File: src/rtl/risc_toy_pkg.sv
// Types and widths shared by the RISC_toy datapath and the unified-memory port arbiter.
package risc_toy_pkg;

  localparam int unsigned DATA_W = 32;
  localparam int unsigned ADDR_W = 32;

  typedef enum logic [1:0] {
    IDLE,
    FETCH,
    DATA
  } arb_state_t;

  typedef enum logic {
    G_FETCH,
    G_DATA
  } grant_t;

endpackage

File: src/rtl/mem_port_arbiter.sv
// Single-port memory arbiter between instruction fetch and the MEM stage: one transaction at a
// time, one-cycle acks, per-transaction wait timeout and combinational stall lines.
module mem_port_arbiter
  import risc_toy_pkg::*;
#(
  parameter int unsigned AW       = ADDR_W,
  parameter int unsigned DW       = DATA_W,
  parameter int unsigned MAX_WAIT = 15
) (
  input  logic          CLK,
  input  logic          RSTN,
  input  logic          if_req,
  input  logic [AW-1:0] if_addr,
  output logic [DW-1:0] if_rdata,
  output logic          if_ack,
  input  logic          dreq,
  input  logic          drw,
  input  logic [AW-1:0] d_addr,
  input  logic [DW-1:0] d_wdata,
  output logic [DW-1:0] d_rdata,
  output logic          d_ack,
  output logic          m_req,
  output logic          m_we,
  output logic [AW-1:0] m_addr,
  output logic [DW-1:0] m_wdata,
  input  logic [DW-1:0] m_rdata,
  input  logic          m_ready,
  output logic          stall_if,
  output logic          stall_mem,
  output logic          err_timeout
);

  localparam logic [7:0] MaxWait = 8'(MAX_WAIT);

  arb_state_t    state_q;
  grant_t        last_grant_q;
  logic [7:0]    wait_cnt_q;
  logic          if_ack_q, d_ack_q, m_req_q, m_we_q, err_q;
  logic [AW-1:0] m_addr_q;
  logic [DW-1:0] m_wdata_q, if_rdata_q, d_rdata_q;

  logic       if_pend, d_pend, grant_f, grant_d, busy, timeout;
  logic [7:0] wait_nxt;

  // A requester is still high during its own ack cycle, so it must not be re-granted then.
  assign if_pend  = if_req & ~if_ack_q;
  assign d_pend   = dreq & ~d_ack_q;
  assign busy     = (state_q == FETCH) || (state_q == DATA);
  assign wait_nxt = wait_cnt_q + 8'd1;
  assign timeout  = busy & ~m_ready & (wait_nxt == MaxWait);

  always_comb begin
    grant_f = 1'b0;
    grant_d = 1'b0;
    if (state_q == IDLE) begin
      if (if_pend && d_pend) begin
        grant_d = (last_grant_q == G_FETCH);
        grant_f = (last_grant_q == G_DATA);
      end else begin
        grant_f = if_pend;
        grant_d = d_pend;
      end
    end
  end

  always_ff @(posedge CLK or negedge RSTN) begin
    if (!RSTN) begin
      state_q      <= IDLE;
      last_grant_q <= G_FETCH;
      wait_cnt_q   <= '0;
      if_ack_q     <= 1'b0;
      d_ack_q      <= 1'b0;
      m_req_q      <= 1'b0;
      m_we_q       <= 1'b0;
      err_q        <= 1'b0;
      m_addr_q     <= '0;
      m_wdata_q    <= '0;
      if_rdata_q   <= '0;
      d_rdata_q    <= '0;
    end else begin
      if_ack_q <= 1'b0;
      d_ack_q  <= 1'b0;
      unique case (state_q)
        IDLE: begin
          wait_cnt_q <= '0;
          if (grant_d) begin
            state_q      <= DATA;
            last_grant_q <= G_DATA;
            m_req_q      <= 1'b1;
            m_we_q       <= drw;
            m_addr_q     <= d_addr;
            m_wdata_q    <= d_wdata;
          end else if (grant_f) begin
            state_q      <= FETCH;
            last_grant_q <= G_FETCH;
            m_req_q      <= 1'b1;
            m_we_q       <= 1'b0;
            m_addr_q     <= if_addr;
          end
        end
        FETCH, DATA: begin
          if (m_ready || timeout) begin
            state_q    <= IDLE;
            m_req_q    <= 1'b0;
            m_we_q     <= 1'b0;
            wait_cnt_q <= '0;
            if (!m_ready) err_q <= 1'b1;
            if (state_q == FETCH) begin
              if_ack_q   <= 1'b1;
              if_rdata_q <= m_ready ? m_rdata : '0;
            end else begin
              d_ack_q <= 1'b1;
              // Writes leave the load-data register untouched unless aborted.
              if (!m_ready)     d_rdata_q <= '0;
              else if (!m_we_q) d_rdata_q <= m_rdata;
            end
          end else begin
            wait_cnt_q <= wait_nxt;
          end
        end
        default: state_q <= IDLE;
      endcase
    end
  end

  assign if_rdata    = if_rdata_q;
  assign if_ack      = if_ack_q;
  assign d_rdata     = d_rdata_q;
  assign d_ack       = d_ack_q;
  assign m_req       = m_req_q;
  assign m_we        = m_we_q;
  assign m_addr      = m_addr_q;
  assign m_wdata     = m_wdata_q;
  assign err_timeout = err_q;
  // Gated by reset so every output reads 0 while reset is held.
  assign stall_if    = RSTN & if_req & ~if_ack_q;
  assign stall_mem   = RSTN & dreq & ~d_ack_q;

endmodule

File: config.mk
export PLATFORM = sky130hd
export DESIGN_NAME = mem_port_arbiter
export DESIGN_NICKNAME = d
export VERILOG_FILES = /design/src/rtl/risc_toy_pkg.sv /design/src/rtl/mem_port_arbiter.sv
export SDC_FILE = /design/constraint.sdc
export NUM_CORES = 1
export LEC_CHECK = 0
export ABC_AREA = 1
export CAP_MARGIN = 10
export CORE_MARGIN = 4
export CORE_UTILIZATION = 46
export DETAILED_ROUTE_END_ITERATION = 8
export PLACE_DENSITY = 0.92
export SLEW_MARGIN = 0
export SYNTH_ARGS = -nofsm -noshare
export SYNTH_HDL_FRONTEND = slang
export SYNTH_SLANG_ARGS = --single-unit
File: constraint.sdc
create_clock -name CLK -period 4.4 [get_ports CLK]
set_clock_uncertainty 0.2 [all_clocks]
set_input_delay 0.44 -clock CLK [delete_from_list [all_inputs] [get_ports CLK]]
set_output_delay 0.44 -clock CLK [all_outputs]
set_load 0.03 [all_outputs]
Word level (Yosys, flattened, before mapping)
Index checks and enable logic that the tools add are counted.

Divide/modulo/power cells: 0. Equality and inequality tests: 6. Reduce and logical (&&, ||, !) cells: 14. Order comparisons: 0. Bitwise operators: 13. Add/sub/neg operators: 1. $mul: 0. Shifts and indexed selects: 0. Mux-type cells: 29.

Operators by type and width (number): $mux W32 (5); $mux W1 (16); $pmux W8 S2 (1); $reduce_and A3 Y1 (3); $add A8 B1 Y8 const B (1); $and A1 B1 Y1 (8); $eq A8 B4 Y1 const B (1); $mux W8 (1); $mux W2 (3); $reduce_and A2 Y1 (3); $not A1 Y1 (5); $ne A2 B2 Y1 const B (2); $pmux W1 S2 (2); $pmux W2 S2 (1); $reduce_and A4 Y1 (1); $reduce_bool A2 Y1 (2); $ne A3 B3 Y1 const B (1); $eq A2 B1 Y1 const B (1); $eq A2 B2 Y1 const B (1); $logic_not A2 Y1 (1); $logic_or A1 B1 Y1 (2); $reduce_or A2 Y1 (1); $logic_and A1 B1 Y1 (1).

Logic and storage cells: 75. Bits in registers: 144. Memories kept: 0. Bits of input ports: 134. Bits in latches: 0. Bits in writable memories: 0. Output and inout port bits: 135. Bits in read-only memories: 0.

Longest topological paths before layout
Gate-level depths: netlist of the first run.

Depth in word-level cells: 8. Depth in mapped cells: 14. Gate-level depth less buffers: 13.

Worst setup path after synthesis of the first run
OpenSTA, ideal clock, no wires.

Kind: register to register. Start point: register state_q[0]. End point: register if_rdata_q[10] (netlist: if_rdata[10]). Cell stages (with the launch flop): 15. Setup slack: 2.190 ns. Data required time: 4.082 ns. Period minus slack after synthesis: 2.210 ns. Arrival time: 1.892 ns. Path buffers: 1. Path through: dfrtp_1 -> inv_1 -> ha_1 -> inv_2 -> nor2_4 -> nand3_1 -> nor2_1 -> nand2_1 -> nor2_1 -> nand2_1 -> nand2_2 -> nand3_2 -> clkbuf_1 -> nand2_1 -> nand2_1.

Longest elaborated chain between the ends: 6.

Ends and longest elaborated chain: from (decl) (RTL line mem_port_arbiter.sv:35) `arb_state_t state_q;`; from (signal assigned) (RTL line mem_port_arbiter.sv:68) `state_q <= IDLE;`; from (signal assigned) (RTL line mem_port_arbiter.sv:87) `state_q <= DATA;`; from (signal assigned) (RTL line mem_port_arbiter.sv:94) `state_q <= FETCH;`; $eq A2 B1 Y1 or $eq A2 B2 Y1 (tied branches) (RTL line mem_port_arbiter.sv:48, mem_port_arbiter.sv:83, mem_port_arbiter.sv:108); $logic_or A1 B1 Y1 (RTL line mem_port_arbiter.sv:48) `assign busy = (state_q == FETCH) || (state_q == DATA);`; $and A1 B1 Y1 (2 in a row) (RTL line mem_port_arbiter.sv:50) `assign timeout = busy & ~m_ready & (wait_nxt == MaxWait);`; $logic_or A1 B1 Y1 (RTL line mem_port_arbiter.sv:102) `if (m_ready || timeout) begin`; $reduce_and A3 Y1 (no source line) (*); to (signal assigned) (RTL line mem_port_arbiter.sv:110) `if_rdata_q <= m_ready ? m_rdata : '0;`; to (decl) (RTL line mem_port_arbiter.sv:40) `logic [DW-1:0] m_wdata_q, if_rdata_q, d_rdata_q;`.

Every way passes the cells marked *; elsewhere a longest branch is shown, timed or not. A chain may end at the register's enable or synchronous reset.

Worst setup path after layout of the first run
Start point: register state_q[0]. End point: register if_rdata_q[4] (netlist: if_rdata[4]).

The elaborated chain is that of the path after synthesis.

==> results of run 1 <==
## what timing repair did
| item | in CTS | in global routing |
|---|---|---|
| hold buffers | 1 | 0 |
| endpoints found under the hold margin | 41 | 0 |
| endpoints found under the setup margin | 0 | 0 |
## registers in the layout, summed over array words and instances, names as in the netlist
register and count:
if_rdata 32, m_wdata 32, last_grant_q 1, state_q 2
m_addr 32, d_ack 1, if_ack 1, wait_cnt_q 8
d_rdata 32, m_we 1, err_timeout 1, m_req 1
## routing by layer
| metal | part of all wire [%] | GRT usage (%) | up-vias |
|---|---|---|---|
| li1 | - | - | 3025 |
| met5 | 0 | 0 | - |
| met2 | 50 | 45.7 | 263 |
| met1 | 39 | 32.6 | 3067 |
| met3 | 6.1 | 6.99 | 70 |
| met4 | 4.7 | 13.2 | 0 |
## final timing paths
check                            startpoint            end
worst max register to register   state_q[0]    if_rdata[4]
min in group asynchronous              RSTN      m_addr[6]
max in group asynchronous              RSTN   if_rdata[20]
worst min register to register  d_rdata[20]    d_rdata[20]
worst min-delay path                m_ready  wait_cnt_q[7]
worst max-delay path             state_q[0]    if_rdata[4]
## critical path: cells and delay by family, from the launching register on
family,cells,cell delay (ns)
AND/OR/NAND/NOR,10,1.59
adder cells (fa/ha/maj),1,0.33
flip-flops,1,0.40
buffers and inverters,3,0.47
## layout make-up
cell class	count	area (um^2)	area share [%]
Tap cell	176	220	2.25
Timing Repair Buffer	281	2780	28.3
Clock buffer	20	457	4.66
Inverter	57	214	2.18
Clock inverter	11	139	1.42
Multi-Input combinational cell	541	2390	24.4
Sequential cell	144	3600	36.8
## logic make-up (layout without fill, tap and decap cells)
kind of cell	after synthesis	count (layout)
fa+ha+maj	5	5
buf+inv	108	369
flops	144	144
compound gates	75	75
xor+xnor	1	1
simple gates	460	460
## power groups by stage
stage / clock (W) / combinational (W) / sequential, W
6_report: 0.00146 / 0.00396 / 0.00226
4_1_cts: 0.00148 / 0.00398 / 0.00226
3_3_place_gp: 0 / 0.00386 / 0.00224
5_1_grt: 0.00153 / 0.00423 / 0.00233
3_5_place_dp: 0 / 0.00396 / 0.00226
2_1_floorplan: 0 / 0.00113 / 0.00333
## through the flow
step / util [%] / power [W]
floorplan: - / 0.00446
global placement: 68.4 / 0.00610
detailed placement: 68.4 / 0.00621
CTS: 72.9 / 0.00771
global route: 72.9 / 0.00809
finish: 72.9 / 0.00769
## synth_stat cells (all sizes together)
master,number,share of area [%]
nor2,47,2.9
dfrtp,144,56
o22ai,3,0.29
nand2,331,19
buf,12,0.82
ha,5,0.98
nand3,12,1.0
o21ai,70,5.5
nand4,67,6.6
a21oi,2,0.16
or2,3,0.29
inv,57,3.3
xor2,1,0.14
clkbuf,39,2.3
==> impl_metrics.csv, run 1 <==
group,metric,value,unit
pwr,seq_power_share,29.5,%
timing,timing.setup.tns,0,ns
setup_path,ff2ff_setup_slack,1.26,ns
finish,antenna_cells,0,
grt,first_global_vias,6502,
grt,grt_pass1_wl,34500,um
clock_tree,clk_pin_slew,0.06,ns
grt,antenna_found_initial,0,
finish,final_area,0.00980,mm^2
clock_tree,cts_tree,"done",
clock_tree,post_cts_resized,0,
yosys,synth-adder-area-share,0.978,%
grt,overflow,0,
run,cap_violations,0,
placement,dpl.hpwl,14800,um
placement,place_area,0.00920,mm^2
timing,relSlewSlack,34.4,%
yosys,synth_top_family_by_area,"simple AND/OR/NAND/NOR gates",
floorplanning,die_w,126,um
yosys,syn-cell-area,0.00640,mm^2
clock_tree,cts_setup_buffers,0,
finish,final_common_cell,"nand2_1",
yosys,syn_nets,932,
drt,drt_iter0_drc,631,
timing,fin_ws,1.26,ns
setup_path,path_max_fanout,35,
finish,nFillCells,1028,
finish,final_cell_mix,"329 x nand2_1, 266 x clkdlybuf4s50_1, 144 x dfrtp_1",
hold_path,hold_path.class,"in -> reg",
yosys,postSynthCellCount,793,
timing,fmax,318,MHz
timing,worstMarginPinSlew,0.983,ns
yosys,synth-simple-area-share,30.2,%
run_status,status,"finished clean",
floorplanning,die_y,126,um
placement,place_ws,1.27,ns
setup_path,end_kind,"flop",
yosys,synthMuxAreaShare,0,%
yosys,synth_xor_area_share,0.137,%
grt,grt_use_total,27.2,%
floorplanning,ios,269,
yosys,netlist-cell-type-count,19,
pwr,swShare,44.6,%
clock_tree,cts_root_buffer,"clkbuf_16",
setup_path,crit_top_cell,"nand2_1",
clock_tree,clock_latency,0.41,ns
finish,instances_no_fill,1230,
drt,drc_errors,0,
clock_tree,clockBufferDepth,2,
setup_path,crit_arrival,3.24,ns
pwr,ir_worst_vdd,0.000480,V
floorplanning,coreArea,0.0135,mm^2
yosys,yosys_warnings,0,
floorplanning,initial_core_util,47.6,%
hold_path,hold_depth,4,
drt,num_vias,6425,
drt,ant_nets,0,
pwr,p_sw,0.00343,W
timing,maxSlewViolCount,0,
drt,routedWlPerCell,17.5,um
pwr,power_leakage,4.84,nW
placement,io_buffers,268,
yosys,synth-seq-cells,144,
setup_path,crit_chain,"inv_1 -> ha_2 -> inv_2 -> nor2_4 -> nand3_1 -> nor2_1 -> nand2_1 -> nor2_1 -> nand2_1 -> nand2_2 -> buf_4 -> nand3_2 -> nand2_1 -> nand2_1",
pwr,power.density,784,mW/mm^2
yosys,synth-compound-area-share,5.92,%
placement,place.gp.congestion,0.891,
timing,final-setup-viol-count,0,
setup_path,path_class,"reg -> reg",
drt,viasPerCell,5.22,
clock_tree,htreeDepth,4,
setup_path,slowest_delay,0.65,ns
setup_path,reg2reg_depth,14,
pwr,power.internal,0.00426,W
finish,area_growth,53.2,%
pwr,p_comb_share,51.6,%
finish,final_net_count,1181,
timing,min_period_over_period,71.4,%
clock_tree,cts_buffers,17,
pwr,pwr-share-clk,19.0,%
timing,rsz0062_at_grt,"no",
placement,place_inst,1198,
clock_tree,clock-sinks,144,
setup_path,slowest_stage,"nand3_2",
finish,drive_gt1_share,5.12,%
timing,hold_viol,0,
timing,period_minus_slack,3.14,ns
timing,holdWs,0.183,ns
floorplanning,num_rows,42,
setup_path,required,4.50,ns
setup_path,start_kind,"flop",
drt,drt_wl_total,21500,um
yosys,ys_seq_area_share,56.3,%
floorplanning,dieArea,0.0159,mm^2
drt,dr.pass1.iters,5,
yosys,syn_avg_cell_area,8.07,um^2
grt,grt_max_degree,69,
No activity file was read; power rests on OpenSTA's default activity.
==> run 2, diff against run 1 <==
- CORE_UTILIZATION: 46 -> 43
- PLACE_DENSITY: 0.92 -> 0.87
- clock period: 4.4 -> 3.1 ns (I/O delays scaled with it)
==> run 2 against run 1 <==
Net effect: final cell count rose by 0.98%; combinational power is 42% higher; wire length decreased by 3.1%; die area is 6.5% higher; utilization shrank 5.2 points; setup slack got worse by 0.87 ns; via count down 1.5%; largest cell class unchanged.
==> impl_metrics.csv, run 2 (synthesis gave the netlist of run 1 again) <==
group,metric,value,unit
run_status,status,"finished clean",
grt,grt_max_degree,145,
drt,drt_iter0_drc,468,
floorplanning,dieArea,0.0169,mm^2
setup_path,cp_top_family,"simple AND/OR/NAND/NOR gates",
finish,postLayoutCoreUtil,67.6,%
setup_path,path_max_fanout,34,
floorplanning,coreArea,0.0145,mm^2
setup_path,path_class,"reg -> reg",
clock_tree,htreeDepth,4,
run,cap_violations,0,
placement,dpl.hpwl,14700,um
timing,min_period_over_period,87.4,%
timing,fmax,369,MHz
clock_tree,clockBufferDepth,2,
pwr,swShare,45.2,%
pwr,ir_worst_vdd,0.000705,V
setup_path,crit_top_cell,"nand2_1",
setup_path,slowest_delay,0.37,ns
floorplanning,num_rows,44,
timing,period_minus_slack,2.71,ns
pwr,seq_power_share,29.4,%
placement,place.gp.congestion,0.885,
finish,final_common_cell,"nand2_1",
setup_path,crit_chain,"inv_1 -> ha_2 -> inv_2 -> nor2_4 -> nand3_1 -> nor2_1 -> nand2_1 -> nor2_1 -> nand2_1 -> nand2_2 -> buf_4 -> nand3_2 -> buf_4 -> nand2_1 -> nand2_1",
timing,worstMarginPinSlew,0.762,ns
clock_tree,cts_root_buffer,"clkbuf_16",
drt,ant_nets,0,
finish,final_net_count,1183,
setup_path,end_kind,"flop",
drt,drt_wl_total,20800,um
timing,final-setup-viol-count,0,
clock_tree,clk_pin_slew,0.06,ns
pwr,p_sw,0.00488,W
finish,instances_no_fill,1242,
drt,drc_errors,0,
hold_path,hold_path.class,"in -> reg",
setup_path,cp_num_buf_inv,4,
grt,grt_use_total,24.9,%
grt,first_global_vias,6203,
placement,io_buffers,268,
floorplanning,die_w,130,um
clock_tree,cts_tree,"done",
setup_path,crit_arrival,2.81,ns
setup_path,slowest_stage,"dfrtp_1",
clock_tree,post_cts_resized,0,
floorplanning,die_y,130,um
placement,place_inst,1208,
drt,routedWlPerCell,16.8,um
pwr,p_comb_share,52.3,%
grt,overflow,0,
pwr,power.internal,0.00591,W
setup_path,required,3.20,ns
grt,antenna_found_initial,1,
clock_tree,clock_latency,0.42,ns
pwr,power.density,1100,mW/mm^2
timing,maxSlewViolCount,0,
pwr,power_leakage,4.84,nW
clock_tree,cts_buffers,17,
clock_tree,cts_setup_buffers,0,
timing,relSlewSlack,49.2,%
finish,area_growth,53.6,%
timing,timing.setup.tns,0,ns
drt,dr.pass1.iters,5,
clock_tree,clock-sinks,144,
finish,nFillCells,1130,
grt,grt_pass1_wl,32800,um
setup_path,start_kind,"flop",
clock_tree,hold_buffers,1,
drt,viasPerCell,5.09,
floorplanning,ios,269,
pwr,pwr-share-clk,18.3,%
timing,rsz0062_at_grt,"no",
timing,hold_viol,0,
floorplanning,initial_core_util,44.0,%
drt,num_vias,6326,
finish,drive_gt1_share,5.49,%
finish,final_cell_mix,"329 x nand2_1, 266 x clkdlybuf4s50_1, 144 x dfrtp_1",
==> run 2: through the flow <==
| stage | area [um^2] | total power (W) | hold slack [ns] | setup slack [ns] |
|---|---|---|---|---|
| 4_1_cts | 9830 | 0.0109 | 0.0489 | 0.419 |
| 3_3_place_gp | 9250 | 0.00871 | 0.252 | 0.534 |
| 2_1_floorplan | 6400 | 0.00632 | -0.186 | 0.890 |
| 6_report | 9830 | 0.0108 | 0.0683 | 0.391 |
| 5_1_grt | 9830 | 0.0114 | 0.0796 | 0.154 |
| 3_5_place_dp | 9250 | 0.00884 | 0.258 | 0.449 |
==> run 2: final timing paths <==
kind / start / end / slack (ns) / depth (start not counted)
max: state_q[1] / if_rdata[11] / 0.39 / 15
min: m_ready / wait_cnt_q[2] / 0.07 / 4
max reg2reg: state_q[1] / if_rdata[11] / 0.39 / 15
min reg2reg: d_rdata[2] / d_rdata[2] / 0.27 / 2
max in group asynchronous: RSTN / d_ack / 1.68 / 3
min in group asynchronous: RSTN / m_addr[17] / 0.46 / 3
==> run 2: layout make-up <==
class	instances	area, um^2	share of cell area, %
tap	184	230	2.34
antenna	1	2.50	0.0255
sequential	144	3600	36.7
inverter	57	214	2.18
multi-input combinational	541	2390	24.3
timing repair buffer	283	2820	28.7
clock inverter	14	130	1.32
clock buffer	18	439	4.47
==> run 2: power groups by stage <==
stage	Sequential (W)	Combinational, W	Clock, W
after floorplan	0.00473	0.00160	0
after global placement	0.00316	0.00555	0
after detailed placement	0.00319	0.00565	0
after CTS	0.00318	0.00568	0.00200
after global routing	0.00327	0.00603	0.00209
final	0.00317	0.00564	0.00197
==> run 2: routing by layer <==
metal,track usage (%),part of all wire [%]
met5,0,0
met1,31.3,40
met2,41.5,50
met3,6.14,5.9
met4,9.84,3.9
==> run 2: worst register-to-register path: cells and delay by family, from the launching register on <==
family | cells | cell delay (ns)
adders and majority gates | 1 | 0.34
DFF | 1 | 0.37
buffers and inverters | 4 | 0.75
and+or+nand+nor | 10 | 0.94
